--- config.mk ---
export PLATFORM = sky130hd
export DESIGN_NAME = crc_match_collector
export DESIGN_NICKNAME = d
export VERILOG_FILES = /design/src/rtl/crc_collector_pkg.sv /design/src/rtl/match_fifo.sv /design/src/rtl/crc_match_collector.sv
export SDC_FILE = /design/constraint.sdc
export NUM_CORES = 1
export LEC_CHECK = 0
export BUFFER_PORTS_ARGS = -buffer_cell sky130_fd_sc_hd__buf_2
export CAP_MARGIN = 25
export CELL_PAD_IN_SITES_DETAIL_PLACEMENT = 1
export CELL_PAD_IN_SITES_GLOBAL_PLACEMENT = 1
export CORE_MARGIN = 5
export CORE_UTILIZATION = 30
export CTS_CLUSTER_SIZE = 25
export DETAILED_ROUTE_END_ITERATION = 12
export GPL_TIMING_DRIVEN = 0
export MAX_ROUTING_LAYER = met4
export PLACE_DENSITY = 0.5
export SLEW_MARGIN = 10
export SYNTH_ARGS = -nofsm -noshare
export SYNTH_HDL_FRONTEND = slang
export SYNTH_SLANG_ARGS = --single-unit
--- constraint.sdc ---
create_clock -name clk -period 2.1 [get_ports clk]
set_clock_uncertainty 0.15 [all_clocks]
set_input_delay 0.105 -clock clk [delete_from_list [all_inputs] [get_ports clk]]
set_output_delay 0.105 -clock clk [all_outputs]
set_load 0.05 [all_outputs]
--- src/rtl/crc_collector_pkg.sv ---
// Shared types and helpers for the CRC match collector: run-control states
// and a constant ceil-log2 used to size pointers and counters.
package crc_collector_pkg;

  typedef enum logic [1:0] {
    IDLE  = 2'd0,
    RUN   = 2'd1,
    DRAIN = 2'd2,
    DONE  = 2'd3
  } state_t;

  function automatic int clog2(input int n);
    int r;
    r = 32'sd0;
    for (int v = n - 32'sd1; v > 32'sd0; v = v >> 1) begin
      r = r + 32'sd1;
    end
    return r;
  endfunction

endpackage

--- src/rtl/match_fifo.sv ---
// Small synchronous FIFO holding matched {tag, hash} pairs; no fall-through,
// head is read straight from storage so it is stable while not popped.
module match_fifo
  import crc_collector_pkg::*;
#(
  parameter int p_data_width = 16,
  parameter int p_depth      = 4
) (
  input  logic                    clk,
  input  logic                    rstN,
  input  logic                    push,
  input  logic                    pop,
  input  logic [p_data_width-1:0] din,
  output logic [p_data_width-1:0] dout,
  output logic                    full,
  output logic                    empty
);

  localparam int idx_w = clog2(p_depth);
  localparam int ptr_w = idx_w + 1;

  logic [p_data_width-1:0] mem [p_depth];
  logic [ptr_w-1:0]        wr_ptr;
  logic [ptr_w-1:0]        rd_ptr;
  logic                    do_push;
  logic                    do_pop;

  assign empty   = (wr_ptr == rd_ptr);
  assign full    = (wr_ptr[ptr_w-1] != rd_ptr[ptr_w-1]) &&
                   (wr_ptr[idx_w-1:0] == rd_ptr[idx_w-1:0]);
  assign do_pop  = pop && !empty;
  // a pop frees the slot this cycle, so a push into a full FIFO is legal then
  assign do_push = push && (!full || do_pop);
  assign dout    = mem[rd_ptr[idx_w-1:0]];

  always_ff @(posedge clk) begin
    if (rstN) begin
      wr_ptr <= '0;
      rd_ptr <= '0;
    end else begin
      if (do_push) wr_ptr <= wr_ptr + ptr_w'(1);
      if (do_pop)  rd_ptr <= rd_ptr + ptr_w'(1);
    end
  end

  always_ff @(posedge clk) begin
    if (do_push) mem[wr_ptr[idx_w-1:0]] <= din;
  end

endmodule

--- src/rtl/crc_match_collector.sv ---
// Pairs each CRC chain output with the candidate that produced it, counts
// target matches and buffers matching {tag, hash} pairs for a consumer.
module crc_match_collector
  import crc_collector_pkg::*;
#(
  parameter int p_len        = 128,
  parameter int p_width      = 8,
  parameter int p_tag_width  = 8,
  parameter int p_fifo_depth = 4,
  parameter int p_cnt_width  = 16
) (
  input  logic                   clk,
  input  logic                   rstN,
  input  logic                   start,
  input  logic                   stop,
  input  logic [p_width-1:0]     target_hash,
  input  logic                   in_valid,
  input  logic [p_tag_width-1:0] in_tag,
  input  logic [p_width-1:0]     hash_in,
  output logic                   m_valid,
  input  logic                   m_ready,
  output logic [p_tag_width-1:0] m_tag,
  output logic [p_width-1:0]     m_hash,
  output logic [p_cnt_width-1:0] match_count,
  output logic                   busy,
  output logic                   done,
  output logic                   overflow
);

  localparam int data_w  = p_tag_width + p_width;
  localparam int drain_w = clog2(p_len + 1);

  state_t                 state;
  state_t                 next_state;
  logic                   run_entry;
  logic [drain_w-1:0]     drain_cnt;
  logic [p_len-1:0]       line_v;
  logic [p_tag_width-1:0] line_tag [p_len];
  logic                   launch;
  logic                   dv;
  logic [p_tag_width-1:0] dtag;
  logic                   hit;
  logic                   pop;
  logic                   drop;
  logic                   fifo_full;
  logic                   fifo_empty;
  logic [data_w-1:0]      head;

  assign launch  = in_valid && (state == RUN);
  assign dv      = line_v[p_len-1];
  assign dtag    = line_tag[p_len-1];
  assign hit     = dv && (hash_in == target_hash);
  assign m_valid = !fifo_empty;
  assign pop     = m_valid && m_ready;
  assign drop    = hit && fifo_full && !pop;
  assign m_tag   = head[data_w-1:p_width];
  assign m_hash  = head[p_width-1:0];
  assign busy    = (state == RUN) || (state == DRAIN);
  assign done    = (state == DONE);

  always_comb begin
    next_state = state;
    run_entry  = 1'b0;
    case (state)
      IDLE, DONE: begin
        if (start) begin
          next_state = RUN;
          run_entry  = 1'b1;
        end else begin
          next_state = state;
        end
      end
      RUN: begin
        if (stop) next_state = DRAIN;
        else      next_state = RUN;
      end
      // DRAIN lasts exactly p_len cycles so the final launch still lands
      DRAIN: begin
        if (drain_cnt <= drain_w'(1)) next_state = DONE;
        else                          next_state = DRAIN;
      end
      default: next_state = IDLE;
    endcase
  end

  always_ff @(posedge clk) begin
    if (rstN) begin
      state     <= IDLE;
      drain_cnt <= '0;
    end else begin
      state <= next_state;
      if ((state == RUN) && stop) drain_cnt <= drain_w'(p_len);
      else if (state == DRAIN)    drain_cnt <= drain_cnt - drain_w'(1);
    end
  end

  always_ff @(posedge clk) begin
    if (rstN) begin
      line_v <= '0;
    end else begin
      line_v[0] <= launch;
      for (int i = 1; i < p_len; i++) line_v[i] <= line_v[i-1];
    end
  end

  always_ff @(posedge clk) begin
    line_tag[0] <= in_tag;
    for (int i = 1; i < p_len; i++) line_tag[i] <= line_tag[i-1];
  end

  // a dropped entry still counts as a match
  always_ff @(posedge clk) begin
    if (rstN || run_entry) begin
      match_count <= '0;
      overflow    <= 1'b0;
    end else begin
      if (hit && (match_count != {p_cnt_width{1'b1}}))
        match_count <= match_count + p_cnt_width'(1);
      if (drop) overflow <= 1'b1;
    end
  end

  match_fifo #(
    .p_data_width (data_w),
    .p_depth      (p_fifo_depth)
  ) u_fifo (
    .clk   (clk),
    .rstN  (rstN),
    .push  (hit),
    .pop   (pop),
    .din   ({dtag, hash_in}),
    .dout  (head),
    .full  (fifo_full),
    .empty (fifo_empty)
  );

endmodule

==> summary.txt, run 1 <==
Setup path
  • R2r endpoint: match_count[8]
  • Worst Path Max Fanout: 5
  • CP Cell Sequence: clkbuf_16, mux4_2, buf_6
  • Critical path type: reg -> out
  • CP Capture Point: m_tag[1]
  • Reg2reg path depth: 6
  • Worst R2R Setup Slack: 0.03 ns
  • Critical Path Max Stage Delay: 0.52 ns
  • CP Capture Type: primary output
  • CP max stage cell: mux4_2
  • Worst reg2reg path startpoint: match_count[1]
  • Worst setup SP type: flop
  • Worst Path Required: 1.85 ns
  • Worst path arrival time: 1.93 ns

Floorplanning
  • Ports: 66
  • Die Ht: 316 um
  • Die area: 100000 um^2
  • FP Rows: 112
  • Initial core utilization: 0.302
  • CORE AREA: 93200 um^2
  • Die width: 316 um

Timing
  • Final TNS setup: -0.840 ns
  • Hold Vio Cnt, Final: 0
  • RSZ-0062 raised after global routing: true
  • Fmax: 458 MHz
  • Final period util: 1.04
  • Slew HR: 0.601
  • Worst-Margin Slew: 0.598 ns
  • Minimum clock period: 2.18 ns
  • Final setup viols: 16
  • WHS: 0.110 ns
  • Setup ws final: -0.0819 ns
  • Final slew viol count: 0

Global routing
  • Vias in the first global route: 12300
  • Largest net degree at the start of global routing: 17
  • First-pass GRT wire length: 59500 um
  • Global route overflow: 0
  • Initial antenna violation count: 0
  • GRT Overall Usage: 0.0733

Logic synthesis
  • Net Count, Synth: 1634
  • Synth Flop Type: dfxtp_1
  • Register area share after synthesis: 0.912
  • Number of flops mapped to enable cells by yosys: 64
  • Yosys reg bits: 1251
  • Cell variety after synth: 46
  • Mean Syn Cell Area: 17.7 um^2
  • Post-synthesis cell count: 1593
  • Synthesized area: 28200 um^2
  • Ys Warns: 0
  • Async SR Flop Fraction: 0

Final layout
  • Final core occ: 0.374
  • Area delta synth->final: 23.9%
  • Finished Layout Cells: 3176
  • Nets@finish: 1867
  • Design area: 34900 um^2
  • Ant diodes: 0
  • Layout cells sized above 1: 0.177

Placement
  • Port buffer count: 65
  • Dpl hpwl: 18500 um
  • Placed cell areas: 30100 um^2
  • Setup slack after placement: -0.422 ns
  • Routability cong.: 0.696
  • Cell count after placement: 2912

Drt
  • DR pass1 iterations: 4
  • Post-route ant nets: 0
  • Via count: 11500
  • Total Wirelength: 35400 um
  • DRC errors left: 0
  • Vias per cell: 3.61
  • WL per Instance: 11.1 um
  • Initial DRC count: 395

Worst hold path
  • Hold_sp: hash_in[2]
  • Worst Hold Class: in -> reg

Clock tree
  • CTS Buffer Depth: 3
  • Clock-pin slew on the worst setup and hold paths: 0.06 ns
  • Num CTS Buffers: 113
  • TritonCTS clock tree: built
  • Clk_lat worst skew: 0.65 ns
  • Clk root buf: clkbuf_16
  • Clk sinks: 1251
  • Htree depth: 3

Power and ir drop
  • Power per cell area: 1330 nW/um^2
  • Lkg Pwr: 13.6 nW
  • Peak supply drop: 0.000750 V
  • Pwr Total: 46.5 mW

Run status
  • Outcome: finished with violations
  • Failing checks: negative setup slack

Run
  • Max Cap Violations: 0
-- state kept, by name, indices dropped and copies added (netlist names), named ones only --
register / cells
drain_cnt: 8
overflow: 1
line_v: 128
line_tag: 1024
state: 2
u_fifo.mem: 64
u_fifo.wr_ptr: 3
match_count: 16
u_fifo.rd_ptr: 3
-- critical path, delay by kind of cell (launching register included) --
family                 cells  cell delay [ns]
buffers and inverters      2             0.34
DFF                        1             0.42
muxes                      1             0.52
-- layout make-up --
cell class	instances	area, um^2
sequential	1251	25700
multi-input combinational	312	2460
inverter	9	33.8
tap	1254	1570
timing repair buffer	119	1000
clock buffer	155	3310
clock inverter	56	703
buffer	20	105
fill	9247	58300
-- worst min path at each step --
stage | depth (start not counted) | to | slack (ns)
global route | 2 | u_fifo.mem[1][3] | 0.07
detailed placement | 1 | line_tag[0][4] | 0.06
floorplan | 0 | line_tag[0][0] | -0.02
CTS | 2 | u_fifo.mem[1][3] | 0.04
global placement | 1 | line_tag[0][4] | 0.06
finish | 2 | u_fifo.mem[2][2] | 0.11
-- kinds of logic after synthesis --
family | count (synthesis) | synth area share
AO/OA/AOI/OAI | 33 | 0.00787
XOR/XNOR | 23 | 0.00822
adder cells (fa/ha/maj) | 11 | 0.00489
buffers and inverters | 31 | 0.00427
flip-flops | 1251 | 0.912
multiplexers | 19 | 0.0139
AND/OR/NAND/NOR | 225 | 0.0485
-- where the power goes --
part           leakage [nW]  switching, mW  internal [mW]
clock network          1.97           8.42           12.8
logic                  1.44          0.447          0.322
registers              10.2          0.171           24.4
-- Yosys cell counts, types with 2 or more instances --
library cell	n	area, um^2
inv_1	9	33.8
a21oi_1	12	60.1
xnor2_1	14	123
and3_1	3	18.8
xnor2_2	4	65.1
nor3_1	3	15.0
buf_2	3	15.0
or4_1	2	15.0
or3_1	4	25.0
a31o_2	2	17.5
nand2b_1	4	25.0
nand3b_1	3	22.5
mux2i_1	3	30.0
edfxtp_1	64	1920
dfxtp_1	1187	23800
a41o_1	3	30.0
nor2b_1	128	801
nor2_1	25	93.8
nand4_1	7	43.8
ha_1	11	138
nor4_1	6	37.5
nor4b_1	2	17.5
a31oi_1	3	18.8
o21ai_0	4	20.0
nand3_1	7	35.0
a21bo_2	2	20.0
mux4_2	16	360
nand2_1	16	60.1
xor2_1	5	43.8
o211ai_1	2	15.0
clkbuf_1	19	71.3
and2_1	6	37.5
-- per-layer routing --
metal  global-route usage  part of all wire
met1               0.0875              0.45
met2                0.114              0.46
met3               0.0256             0.054
met4               0.0295             0.033
met5                    -                 0
-- what timing repair did --
item | CTS | global route
buffers inserted | 13 | 1
hold endpoints to repair | 96 | 0
cloned | 0 | 2
gates resized for setup | 55 | 18
endpoints found under the setup margin | 93 | 53
hold buffers | 39 | 0
pin swaps | 6 | 5
-- cells in the final DEF, fill, tap and decap left out, drive strengths merged, types with 2 or more instances in the layout --
| cell type | instances |
|---|---|
| dfxtp | 1187 |
| clkbuf | 173 |
| nor2b | 128 |
| buf | 82 |
| edfxtp | 64 |
| dlygate4sd3 | 39 |
| clkinv | 29 |
| nor2 | 25 |
| xnor2 | 18 |
| mux4 | 16 |
| nand2 | 16 |
| bufinv | 14 |
| a21oi | 12 |
| inv | 12 |
| ha | 11 |
| clkinvlp | 10 |
| nand4 | 8 |
| nor4 | 8 |
| nand3 | 7 |
| and2 | 7 |
| xor2 | 5 |
| nand2b | 4 |
| o21ai | 4 |
| or3 | 4 |
| nor3 | 4 |
| mux2i | 3 |
| and3 | 3 |
| a31oi | 3 |
| a41o | 3 |
| nand3b | 3 |
| or4 | 3 |
| o211ai | 2 |
| a31o | 2 |
| a21bo | 2 |
| nor4b | 2 |
Power figures use the tool's default switching activity.
==> run 2: changes to the inputs <==
Settings changed: MAX_ROUTING_LAYER met4 to default.
==> summary.txt, run 2 (synthesis gave the netlist of run 1 again) <==
Timing
  • Fmax: 459 MHz
  • Slew HR: 0.600
  • Final period util: 1.04
  • WHS: 0.111 ns
  • Final setup viols: 16
  • Worst-Margin Slew: 0.600 ns
  • Minimum clock period: 2.18 ns
  • Hold Vio Cnt, Final: 0
  • RSZ-0062 raised after global routing: true
  • Setup ws final: -0.0810 ns
  • Final slew viol count: 0

Power and ir drop
  • Power per cell area: 1330 nW/um^2
  • P_sw: 9.03 mW
  • Pwr Total: 46.5 mW
  • Internal: 37.5 mW
  • Peak supply drop: 0.000750 V
  • Gate power share: 0.017
  • Sequential power share: 0.528
  • Sw Ratio: 0.194
  • Clock network power share: 0.455
  • Lkg Pwr: 13.6 nW

Clock tree
  • Clock-pin slew on the worst setup and hold paths: 0.06 ns
  • Clk_lat worst skew: 0.65 ns
  • CTS Buffer Depth: 3
  • Clk root buf: clkbuf_16
  • Clk sinks: 1251
  • Num CTS Buffers: 113
  • TritonCTS clock tree: built
  • Htree depth: 3

Setup path
  • Worst Path Max Fanout: 5
  • Worst Path Required: 1.85 ns
  • CP Capture Type: primary output
  • Critical path's top delay family: multiplexers
  • Worst path arrival time: 1.93 ns
  • Worst setup SP type: flop
  • Buf+Inv Stages, Crit Path: 2
  • CP max stage cell: mux4_2
  • CP Cell Sequence: clkbuf_16, mux4_2, buf_6
  • Critical path type: reg -> out
  • Critical Path Max Stage Delay: 0.52 ns

Drt
  • Vias per cell: 3.61
  • Total Wirelength: 35300 um
  • Initial DRC count: 401
  • DRC errors left: 0
  • WL per Instance: 11.1 um
  • DR pass1 iterations: 4
  • Via count: 11500
  • Post-route ant nets: 0

Worst hold path
  • Worst Hold Class: in -> reg

Global routing
  • First-pass GRT wire length: 59400 um
  • Initial antenna violation count: 0
  • Vias in the first global route: 12300
  • Global route overflow: 0
  • GRT Overall Usage: 0.0710
  • Largest net degree at the start of global routing: 17

Floorplanning
  • Ports: 66
  • Die Ht: 316 um
  • CORE AREA: 93200 um^2
  • Initial core utilization: 0.302
  • Die area: 100000 um^2
  • Die width: 316 um
  • FP Rows: 112

Final layout
  • Design area: 34900 um^2
  • Filler instances: 9247
  • Leading cell type in the layout, fill and taps excluded: dfxtp_1
  • Nets@finish: 1867
  • Ant diodes: 0
  • Max reg flops: 1024
  • Most frequent cells in the layout: 1178 x dfxtp_1, 128 x nor2b_1, 118 x clkbuf_16
  • Area delta synth->final: 23.9%
  • Seq. cell area: 25700 um^2
  • Multi-input logic area: 2460 um^2
  • Layout cells sized above 1: 0.177
  • Biggest register: line_tag
  • Finished Layout Cells: 3176

Placement
  • Port buffer count: 65
  • Dpl hpwl: 18500 um
  • Cell count after placement: 2912
  • Placed cell areas: 30100 um^2
  • Routability cong.: 0.689

Run status
  • Failing checks: negative setup slack
  • Outcome: finished with violations

Run
  • Max Cap Violations: 0
==> run 2: cell counts in the layout (fill, tap and decap cells not counted) <==
No cell type changed its count.
==> run 2: worst paths after layout <==
path,start,endpoint,slack (ns),cells after the start
hold reg to reg,line_tag[9][45],line_tag[9][53],0.15,0
setup / recovery,flop,m_tag[1],-0.08,3
setup reg to reg,match_count[1],match_count[8],0.03,6
hold / removal,hash_in[2],u_fifo.mem[2][2],0.11,2
==> run 2: power groups by stage <==
stage,clock [mW],combinational [mW],sequential (mW)
finish,21.2,0.772,24.6
global placement,0,0.630,25.1
CTS,22.0,0.745,24.6
floorplan,0,0.473,25.0
global route,23.0,0.858,24.6
detailed placement,0,0.655,25.1
==> run 2: routing by layer <==
| metal | up-vias | global-route usage | routed length [um] |
|---|---|---|---|
| met5 | - | 0 | 0 |
| met4 | 0 | 0.0295 | 1150 |
| met3 | 93 | 0.0256 | 1950 |
| met2 | 179 | 0.114 | 16300 |
| met1 | 5603 | 0.0870 | 16000 |
| li1 | 5591 | - | - |
==> run 2: what timing repair did <==
action                                  in CTS  in global routing
endpoints found under the hold margin       96                  0
hold buffers                                39                  0
gates resized for setup                     55                 18
endpoints found under the setup margin      93                 53
cloned                                       0                  2
pin swaps                                    6                  5
buffers inserted                            13                  1
==> run 2: cell type report <==
cell class / instances / share of cell area
inverter: 9 / 0.000968
tap: 1254 / 0.0450
timing repair buffer: 119 / 0.0288
multi-input combinational: 312 / 0.0705
clock inverter: 56 / 0.0202
sequential: 1251 / 0.737
buffer: 20 / 0.00301
clock buffer: 155 / 0.0949
==> run 2: per-stage QoR <==
step	utilization	setup TNS [ns]	setup WS, ns
floorplan	-	0	0.00261
global placement	0.323	-29.54	-0.408
detailed placement	0.323	-29.55	-0.422
CTS	0.373	-1.79	-0.152
global route	0.374	-2.37	-0.171
finish	0.374	-0.826	-0.0810
==> run 3: changes to the inputs <==
Settings changed: PLACE_DENSITY 0.5 to default, PLACE_DENSITY_LB_ADDON from default to 0.2.
==> summary.txt, run 3 (synthesis gave the netlist of run 1 again) <==
Run status
  • Outcome: finished with violations
  • Failing checks: negative setup slack

Clock tree
  • Htree depth: 3
  • Clk root buf: clkbuf_16
  • Clock-pin slew on the worst setup and hold paths: 0.06 ns
  • Clk sinks: 1251
  • TritonCTS clock tree: built
  • Num CTS Buffers: 116
  • Clk_lat worst skew: 0.67 ns
  • CTS Buffer Depth: 3

Final layout
  • Multi-input logic area: 2450 um^2
  • Leading cell type in the layout, fill and taps excluded: dfxtp_1
  • Seq. cell area: 25700 um^2
  • Ant diodes: 0
  • Layout cells sized above 1: 0.175
  • Design area: 34900 um^2
  • Max reg flops: 1024
  • Most frequent cells in the layout: 1176 x dfxtp_1, 128 x nor2b_1, 119 x clkbuf_16
  • Filler instances: 9230
  • Final core occ: 0.374
  • Area delta synth->final: 23.9%
  • Nets@finish: 1874
  • Biggest register: line_tag

Floorplanning
  • Die Ht: 316 um
  • Die width: 316 um
  • CORE AREA: 93200 um^2
  • Ports: 66
  • Initial core utilization: 0.302
  • FP Rows: 112
  • Die area: 100000 um^2

Timing
  • RSZ-0062 raised after global routing: true
  • Final period util: 1.03
  • Worst-Margin Slew: 0.561 ns
  • Setup ws final: -0.0719 ns
  • Fmax: 460 MHz
  • Final slew viol count: 0
  • Slew HR: 0.623
  • Hold Vio Cnt, Final: 0
  • Final setup viols: 15
  • Minimum clock period: 2.17 ns

Drt
  • Met3 Routed Length: 2150 um
  • DRC errors left: 0
  • DR top layer: met4
  • Vias per cell: 3.61
  • Initial DRC count: 496
  • WL per Instance: 11.3 um
  • Wire length on met2: 16200 um
  • Post-route ant nets: 0
  • DR pass1 iterations: 4
  • Via count: 11500
  • Total Wirelength: 35900 um
  • M1 WL: 16200 um

Setup path
  • CP max stage cell: mux4_2
  • WP depth: 3
  • CP Cell Sequence: buf_12, mux4_2, buf_6
  • Reg2reg path depth: 6
  • Critical Path Max Stage Delay: 0.53 ns
  • Buf+Inv Stages, Crit Path: 2
  • Worst setup SP type: flop
  • Critical path's top delay family: multiplexers
  • Worst R2R Setup Slack: 0.09 ns
  • Worst Path Max Fanout: 10
  • Worst reg2reg path startpoint: match_count[1]
  • Worst path arrival time: 1.92 ns
  • CP Capture Type: primary output
  • Critical path type: reg -> out
  • Worst Path Required: 1.85 ns

Power and ir drop
  • Pwr Total: 46.3 mW
  • Peak supply drop: 0.000719 V
  • Power per cell area: 1330 nW/um^2
  • Lkg Pwr: 13.7 nW

Global routing
  • Vias in the first global route: 12300
  • Global route overflow: 0
  • First-pass GRT wire length: 60900 um
  • Initial antenna violation count: 0
  • Largest net degree at the start of global routing: 18
  • GRT Overall Usage: 0.0733

Placement
  • Setup slack after placement: -0.473 ns
  • Port buffer count: 65
  • Placed cell areas: 30100 um^2
  • Routability cong.: 0.697
  • Dpl hpwl: 18500 um

Worst hold path
  • Hold_sp: hash_in[2]
  • Worst Hold Class: in -> reg
  • Hold path cells: 2

Run
  • Max Cap Violations: 0
## run 3: cell count changes in the layout (fill, tap and decap cells not counted), sizes merged
| cell | previous run | this run |
|---|---|---|
| buf | 82 | 88 |
| bufinv | 14 | 7 |
| clkbuf | 173 | 190 |
| clkinv | 29 | 23 |
| clkinvlp | 10 | 2 |
| dlygate4sd3 | 39 | 38 |
| inv | 12 | 16 |
## run 3: metal layers
layer / vias to the layer above / track usage
met4: 0 / 0.0356
li1: 5614 / -
met5: - / 0
met1: 5563 / 0.0895
met2: 203 / 0.116
met3: 114 / 0.0256
## run 3: final timing paths
path                                    endpoint
worst max-delay path                    m_tag[4]
worst min-delay path            u_fifo.mem[1][2]
worst max register to register    match_count[8]
worst min register to register   line_tag[9][59]
## run 3: worst reg2reg max path, stage by stage (launching register included)
cell	delay, ns
dfxtp_4	0.36
ha_4	0.14
and2_4	0.14
nand4_1	0.12
or4_4	0.56
or4_1	0.41
nand2_1	0.08
## run 3: per-stage QoR
step	setup TNS, ns	cells	hold WS [ns]
detailed placement	-33.37	2912	0.0591
global placement	-32.46	2912	0.0589
floorplan	0	1593	-0.0173
global route	-2.39	3181	0.0547
CTS	-2.06	3178	0.0260
finish	-0.740	3181	0.0920
## run 3: power by group
part | total (mW) | internal, mW | switching, mW
logic | 0.773 | 0.335 | 0.438
clock network | 21.0 | 12.4 | 8.57
registers | 24.6 | 24.4 | 0.168
## run 3: area by class of cell
| type | count | area share |
|---|---|---|
| Buffer | 20 | 0.00301 |
| Clock buffer | 173 | 0.100 |
| Clock inverter | 39 | 0.0140 |
| Inverter | 9 | 0.000969 |
| Multi-Input combinational cell | 312 | 0.0702 |
| Sequential cell | 1251 | 0.737 |
| Tap cell | 1254 | 0.0450 |
| Timing Repair Buffer | 123 | 0.0294 |
## run 3: repair_timing
item | in CTS | in global routing
hold endpoints to repair | 96 | 0
hold buffers | 38 | 0
gates resized for setup | 53 | 15
endpoints found under the setup margin | 93 | 91
pin swaps | 8 | 3
gates cloned | 1 | 0
buffers inserted | 17 | 3
